[src/rtl/game_select_pkg.sv]
// game_select_pkg: state encoding, counter-width helper and default timing shared by the game-select key path
package game_select_pkg;
   typedef enum logic [1:0] {IDLE, FIRE, LOCK} state_t;
   localparam int DEF_DEBOUNCE_CYCLES = 500000;
   localparam int DEF_LOCKOUT_CYCLES  = 50000;
   localparam int DEF_REPEAT_DELAY    = 25000000;
   localparam int DEF_REPEAT_PERIOD   = 12500000;
   function automatic int cnt_w(int n);
      return n < 1 ? 1 : $clog2(n + 1);
   endfunction
endpackage

[src/rtl/button_debouncer.sv]
// button_debouncer: two-flop synchroniser plus stable-count debouncer for an active-low key
module button_debouncer
   import game_select_pkg::*;
#(
   parameter int DEBOUNCE_CYCLES = DEF_DEBOUNCE_CYCLES
) (
   input  logic clk,
   input  logic rst_n,
   input  logic btn_n,
   output logic level
);
   localparam int CW = cnt_w(DEBOUNCE_CYCLES);
   logic s1, s2, db_n;
   logic [CW-1:0] cnt;
   always_ff @(posedge clk or negedge rst_n)
      if (!rst_n) begin
         s1   <= 1'b1;
         s2   <= 1'b1;
         db_n <= 1'b1;
         cnt  <= '0;
      end else begin
         s1 <= btn_n;
         s2 <= s1;
         if (s2 == db_n) cnt <= '0;
         else if (cnt >= CW'(DEBOUNCE_CYCLES - 1)) begin
            db_n <= s2;
            cnt  <= '0;
         end else cnt <= cnt + 1'b1;
      end
   assign level = ~db_n;
endmodule

[src/rtl/game_select_button.sv]
// game_select_button: one clean count strobe per debounced press, followed by a lockout window.
// Define GAME_SELECT_AUTOREPEAT_EN to add hold-to-repeat strobes.
module game_select_button
   import game_select_pkg::*;
#(
   parameter int DEBOUNCE_CYCLES = DEF_DEBOUNCE_CYCLES,
   parameter int LOCKOUT_CYCLES  = DEF_LOCKOUT_CYCLES
`ifdef GAME_SELECT_AUTOREPEAT_EN
   ,
   parameter int REPEAT_DELAY    = DEF_REPEAT_DELAY,
   parameter int REPEAT_PERIOD   = DEF_REPEAT_PERIOD
`endif
) (
   input  logic clk,
   input  logic rst_n,
   input  logic btn_n,
   output logic count,
   output logic busy,
   output logic pressed
);
   localparam int LW = cnt_w(LOCKOUT_CYCLES);
   state_t state, state_nx;
   logic level, level_q, req, expire, pending, pending_nx;
   logic [LW-1:0] lock_cnt, lock_cnt_nx;

   button_debouncer #(.DEBOUNCE_CYCLES(DEBOUNCE_CYCLES)) u_debouncer (
      .clk   (clk),
      .rst_n (rst_n),
      .btn_n (btn_n),
      .level (level)
   );

`ifdef GAME_SELECT_AUTOREPEAT_EN
   localparam int RW = cnt_w(REPEAT_DELAY > REPEAT_PERIOD ? REPEAT_DELAY : REPEAT_PERIOD);
   logic [RW-1:0] rep_cnt;
   logic rep_mode, rep_req;
   // rep_cnt holds cycles since the last FIRE; zero means the timer is parked
   assign rep_req = level && rep_cnt != '0 &&
                    rep_cnt >= RW'((rep_mode ? REPEAT_PERIOD : REPEAT_DELAY) - 1);
   always_ff @(posedge clk or negedge rst_n)
      if (!rst_n) begin
         rep_cnt  <= '0;
         rep_mode <= 1'b0;
      end else if (!level) begin
         rep_cnt  <= '0;
         rep_mode <= 1'b0;
      end else if (state == FIRE) rep_cnt <= RW'(1);
      else if (rep_req) begin
         rep_cnt  <= '0;
         rep_mode <= 1'b1;
      end else if (rep_cnt != '0 && rep_cnt != '1) rep_cnt <= rep_cnt + 1'b1;
   assign req = (level & ~level_q) | rep_req;
`else
   assign req = level & ~level_q;
`endif

   always_ff @(posedge clk or negedge rst_n)
      if (!rst_n) begin
         state    <= IDLE;
         lock_cnt <= '0;
         pending  <= 1'b0;
         level_q  <= 1'b0;
      end else begin
         state    <= state_nx;
         lock_cnt <= lock_cnt_nx;
         pending  <= pending_nx;
         level_q  <= level;
      end

   always_comb begin
      state_nx    = state;
      lock_cnt_nx = lock_cnt;
      pending_nx  = 1'b0;
      expire      = state == LOCK && lock_cnt <= LW'(1);
      case (state)
         IDLE: state_nx = req ? FIRE : IDLE;
         FIRE: begin
            state_nx    = LOCK;
            lock_cnt_nx = LW'(LOCKOUT_CYCLES);
         end
         LOCK: begin
            lock_cnt_nx = lock_cnt != '0 ? lock_cnt - 1'b1 : lock_cnt;
            // a request landing on the expiry cycle is still honoured
            if (expire) state_nx = (pending | req) ? FIRE : IDLE;
            else pending_nx = pending | req;
         end
         default: state_nx = IDLE;
      endcase
   end

   assign count   = state == FIRE;
   assign busy    = state == LOCK;
   assign pressed = level;
endmodule

[config.mk]
export PLATFORM = sky130hd
export DESIGN_NAME = game_select_button
export DESIGN_NICKNAME = d
export VERILOG_FILES = /design/src/rtl/game_select_pkg.sv /design/src/rtl/button_debouncer.sv /design/src/rtl/game_select_button.sv
export SDC_FILE = /design/constraint.sdc
export NUM_CORES = 1
export LEC_CHECK = 0
export ABC_AREA = 1
export BUFFER_PORTS_ARGS = -buffer_cell sky130_fd_sc_hd__buf_2
export CORE_MARGIN = 2
export CORE_UTILIZATION = 50
export CTS_CLUSTER_SIZE = 25
export DETAILED_ROUTE_END_ITERATION = 12
export GPL_TIMING_DRIVEN = 0
export PLACE_DENSITY = 0.69
export SLEW_MARGIN = 10
export SYNTH_ARGS = -nofsm -noshare
export SYNTH_HDL_FRONTEND = slang
export SYNTH_SLANG_ARGS = --single-unit
[constraint.sdc]
create_clock -name clk -period 1.5 [get_ports clk]
set_input_delay 0.225 -clock clk [delete_from_list [all_inputs] [get_ports clk]]
set_output_delay 0.225 -clock clk [all_outputs]
set_load 0.01 [all_outputs]
## Yosys cells after proc, flatten, opt, wreduce, memory -nomap -nowiden

Cells that the tools add are included.

| storage, ports and cells | value |
|---|---|
| bits in registers | 42 |
| output and inout bits | 3 |
| word-level logic and storage cells | 38 |

| cells by class | value |
|---|---|
| add/subtract/negate cells | 2 |
| magnitude comparators | 2 |
| eq/ne operators | 5 |
| mux-type cells | 10 |
| bitwise logic cells | 5 |
| reduce and logical (&&, ||, !) cells | 6 |

Operators by type and width:

| kind | number |
|---|---|
| 19-bit 2-to-1 mux | 2 |
| 16-bit case mux with 2 select lines | 1 |
| 19-bit by 1-bit adder with 19-bit output (second input constant) | 1 |
| 19-bit greater-or-equal comparator (second input constant) | 1 |
| 16-bit by 1-bit <= comparator with 1-bit output (second input constant) | 1 |
| 16-bit 2-to-1 mux | 1 |
| 16-bit nonzero test | 1 |
| 16-bit by 1-bit subtractor with 16-bit output (second input constant) | 1 |
| 2-bit case mux with 3 select lines | 1 |
| 1-bit 2-to-1 mux | 4 |
| 2-bit by 1-bit != test with 1-bit output (second input constant) | 2 |
| 2-bit AND reduction | 2 |
| 1-bit inverter | 3 |
| 2-bit by 1-bit == test with 1-bit output (second input constant) | 1 |
| 2-bit == test (second input constant) | 1 |
| 2-bit zero test | 1 |
| 2-bit 2-to-1 mux | 1 |
| 2-bit nonzero test | 1 |
| 1-bit AND | 1 |
| 1-bit == test | 1 |
| 1-bit logical AND | 1 |
| 1-bit bitwise OR | 1 |

## Longest topological paths before layout

| logic depth | value |
|---|---|
| depth after elaboration | 6 |
| depth in mapped cells | 11 |
| gate-level depth less buffers | 11 |

## Hierarchy

From an unflattened synthesis, not the netlist that was laid out.

| unflattened totals | value |
|---|---|
| cell total of the unflattened synthesis | 364 |
| area total of the unflattened synthesis | 2,581.2 um^2 |

By module, submodules not included:

| module | times used | cells an instance | area each (um^2) | seq. area each (um^2) |
|---|---|---|---|---|
| game_select_button | 1 | 188 | 1,306.3 | 500.5 |
| button_debouncer | 1 | 176 | 1,275.0 | 554.3 |

## Worst setup path after synthesis

OpenSTA, ideal clock, no wires.

| timing path | value |
|---|---|
| path kind | flip-flop to flip-flop |
| start | register u_debouncer.cnt[0] |
| end | register u_debouncer.cnt[13] |
| arrival | 1.430 ns |
| data required time | 1.429 ns |
| path slack | -0.002 ns |
| stages on the path, launching flop included | 12 |
| period minus slack after synthesis | 1.502 ns |
| cell sequence | dfrtp_1 ha_1 nand2_1 inv_1 nand2_1 nand2_1 nand2_1 nand2_1 o21bai_2 nand2_4 buf_6 nor2_1 |

| between the ends | value |
|---|---|
| longest elaborated chain between the ends | 3 |

Ends and longest elaborated chain:

| what | line | RTL |
|---|---|---|
| from (decl) | button_debouncer.sv:14 | `logic [CW-1:0] cnt;` |
| from (signal assigned) | button_debouncer.sv:28 | `end else cnt <= cnt + 1'b1;` |
| 19-bit by 1-bit adder with 19-bit output or 19-bit greater-or-equal comparator (tied branches) | button_debouncer.sv:28, button_debouncer.sv:25 |  |
| 19-bit 2-to-1 mux * | button_debouncer.sv:25 | `else if (cnt >= CW'(DEBOUNCE_CYCLES - 1)) begin` |
| 19-bit 2-to-1 mux * | button_debouncer.sv:24 | `if (s2 == db_n) cnt <= '0;` |

Mark *: on every way between the ends. The rest lies on a longest branch, timed or not.
A chain may end at the register's enable or synchronous reset.

## Worst setup path in the final report

| timing path | value |
|---|---|
| start | register lock_cnt[9] |
| end | register lock_cnt[0] |

| between the ends | value |
|---|---|
| longest elaborated chain between the ends | 3 |

Ends and longest elaborated chain:

| what | line | RTL |
|---|---|---|
| from (decl) | game_select_button.sv:24 | `logic [LW-1:0] lock_cnt, lock_cnt_nx;` |
| from (signal assigned) | game_select_button.sv:65 | `lock_cnt <= lock_cnt_nx;` |
| 16-bit nonzero test | game_select_button.sv:82 | `lock_cnt_nx = lock_cnt != '0 ? lock_cnt - 1'b1 : lock_cnt;` |
| 2-bit by 1-bit != test with 1-bit output (no source line) | -- |  |
| 2-bit AND reduction (no source line) | -- |  |

Every way passes these cells.

==> impl_metrics.yaml <==
critical_path:
  path_class: "reg2reg"
  cp-start-kind: "register"
  setup.worst_path.start: "lock_cnt[9]$_DFFE_PN0P_"
  r2r-start: "lock_cnt[9]$_DFFE_PN0P_"
  crit_path_end_kind: "register"
  critPathSlowestCell: "dfrtp_1"
  worstPathMaxFanout: 6
  path_delay_family: "simple AND/OR/NAND/NOR gates"
  worstPathRequired_ns: 1.73
  cp_slowest_stage_delay_ns: 0.41
  ff2ff_setup_slack_ns: -0.05
  crit_chain: "nor2_2 -> nand2_1 -> nor2_2 -> nand2_2 -> nand2_4 -> nand2_8 -> clkinv_8 -> nand2_1 -> o21ai_1"
  crit_arrival_ns: 1.77
  crit_buf_inv: 1
pwr:
  p_seq_share_pct: 56.8
  switchingPower_uw: 512
  vdd_drop_max_mv: 0.611
  p_total_mw: 2.03
  power_frac_clock_pct: 38.6
  leakagePower_nw: 1.41
  sw_frac_of_total_pct: 25.2
  powerDensity_nw_per_um2: 654
  p_comb_share_pct: 4.6
  p_int_mw: 1.52
global_route:
  grt_pass1_wl_um: 8780
  grt_max_degree: 43
  grt_pass1_vias: 1922
  antenna_found_initial: 0
  grtUsageTotal_pct: 21.5
  overflow: 0
layout:
  layout_commonest_cell: "nand2_1"
  antenna_cells: 0
  final_core_util_pct: 66.6
  final_layout_size_suffix_gt1_share_pct: 31.5
  fin_cells: 419
  syn2layout_area_growth_pct: 29.7
  mostFrequentLayoutCells: "nand2_1 (74), nor2_1 (40), dfrtp_1 (36), inv_1 (30)"
  fin_nets: 371
yosys:
  synth.area.top_cells: "dfrtp_1 (41%), nand2_1 (13%), nor2_1 (10%)"
  ys_ff_latch: 42
  ys_types: 30
  synth_edf_count: 0
  synth_top_area_cell: "dfrtp_1"
  synthCells: 322
  postSynth.asyncResetShare_pct: 100
  yosysTopAreaCellShare_pct: 40.8
  seq_area_frac_synth_pct: 44.1
  ys.flop_type: "dfrtp_1"
  synth_warnings: 0
  syn_area_um2: 2390
  syn_area_per_cell_um2: 7.43
  syn_nets: 329
placement:
  place.gp.congestion: 0.825
  dp.cells: 381
  io_buffers: 5
  dpl.hpwl_um: 3450
sta:
  fin_ws_ns: -0.0470
  fmax_mhz: 646
  hold_viol_final: 0
  final.setup_skew_ns: 0.00836
  period_needed_ns: 1.55
  setup_viol: 30
  slew_viol_final: 0
  tightest_slew_ns: 0.958
  hold_slack_ns: 0.0623
  finalCritPeriodShare_pct: 103
  relSlewSlack_pct: 36.1
  rsz0062_at_grt: "true"
detailed_routing:
  wirelength_um: 5990
  drt_iter0_markers: 124
  wl_per_cell_um: 14.3
  drtPass1Iterations: 5
  drtAntennaViolNets: 0
  via_count: 2229
  vias_per_cell: 5.32
  drc: 0
clock_tree:
  clkSinkCount: 42
  ctsLongestPathBuffers: 2
  clockRootBuffer: "clkbuf_8"
  insertion_delay_ns: 0.30
  h-tree-depth: 2
  cts_buffers: 5
  clk_pin_slew_ns: 0.09
  cts_tree: "yes"
run_status:
  violations: "setup timing"
  status: "finished, violations left"
floorplan:
  io_pins: 6
  die_y_um: 73.2
  start_util_pct: 51.3
  core_area_um2: 4660
  row_count: 25
  die_w_um: 73.2
  die-area_um2: 5350
min_path:
  hp-class: "in2async"
run:
  maxCapViolations: 0
-- power by group through the flow --
stage | logic [mW] | clock network [mW] | registers [mW]
2_1_floorplan | 0.0242 | 0 | 1.17
3_3_place_gp | 0.0539 | 0 | 1.17
3_5_place_dp | 0.0546 | 0 | 1.17
4_1_cts | 0.0832 | 0.804 | 1.15
5_1_grt | 0.106 | 0.843 | 1.15
6_report | 0.0931 | 0.783 | 1.15
-- synthesized netlist by cell type (2+ instances only) --
master / instances
nand2_4: 3
o21ai_2: 3
inv_2: 2
ha_1: 4
dfstp_2: 3
nor2_2: 5
nand3_1: 25
o21bai_1: 3
xor2_1: 11
nand2_1: 86
nor3_1: 4
nand4_1: 5
xnor2_1: 5
dfrtp_1: 39
o21ai_1: 2
nor2_1: 65
o21ai_0: 12
inv_1: 33
-- area by class of cell --
cell class / count / area, µm²
Fill cell: 373 / 1560
Clock buffer: 5 / 68.8
Timing Repair Buffer: 33 / 270
Buffer: 3 / 33.8
Clock inverter: 3 / 25.0
Tap cell: 54 / 67.6
Inverter: 37 / 153
Timing Repair inverter: 1 / 11.3
Sequential cell: 42 / 1060
Multi-Input combinational cell: 241 / 1420
-- state kept, by name, indices dropped and copies added (netlist names) --
register          count
level_q               1
lock_cnt             16
pending               1
state                 2
u_debouncer.cnt      19
u_debouncer.db_n      1
u_debouncer.s1        1
u_debouncer.s2        1
-- stage by stage --
step	setup slack (ns)	cell area (µm²)	setup TNS, ns
final	-0.0470	3100	-0.797
after global routing	-0.148	3100	-3.26
after CTS	-0.0586	2770	-0.583
after detailed placement	-0.157	2490	-2.14
after global placement	-0.104	2490	-1.36
after floorplan	0.0440	2390	0
-- per-layer routing --
metal / part of all wire, % / GRT usage (%)
met1: 41 / 27.5
met2: 52 / 34.7
met3: 4.4 / 5.39
met4: 2.2 / 8.44
met5: 0 / 0
-- logic make-up after synthesis --
family | share of synthesized area [%]
adders and majority gates | 2.09
xor gates and xnor gates | 5.86
DFF | 44.1
AOI/OAI and AO/OA | 5.91
buffers and inverters | 7.01
and+or+nand+nor | 35.0
-- final timing paths --
kind | end | cells past startpoint
hold / removal | u_debouncer.cnt[6]$_DFF_PN0_ | 1
max in group asynchronous | lock_cnt[6]$_DFFE_PN0P_ | 1
setup / recovery | lock_cnt[0]$_DFFE_PN0P_ | 9
hold reg to reg | u_debouncer.s2$_DFF_PN1_ | 0
min in group clk | u_debouncer.s2$_DFF_PN1_ | 0
setup reg to reg | lock_cnt[0]$_DFFE_PN0P_ | 9
-- what timing repair did --
action | CTS | global route
cloned | 0 | 2
hold buffers | 1 | 0
buffers inserted | 10 | 18
hold endpoints to repair | 1 | 0
gates resized for setup | 23 | 61
endpoints found under the setup margin | 30 | 39
pin swaps | 3 | 21
(Power assumes the default switching activity.)
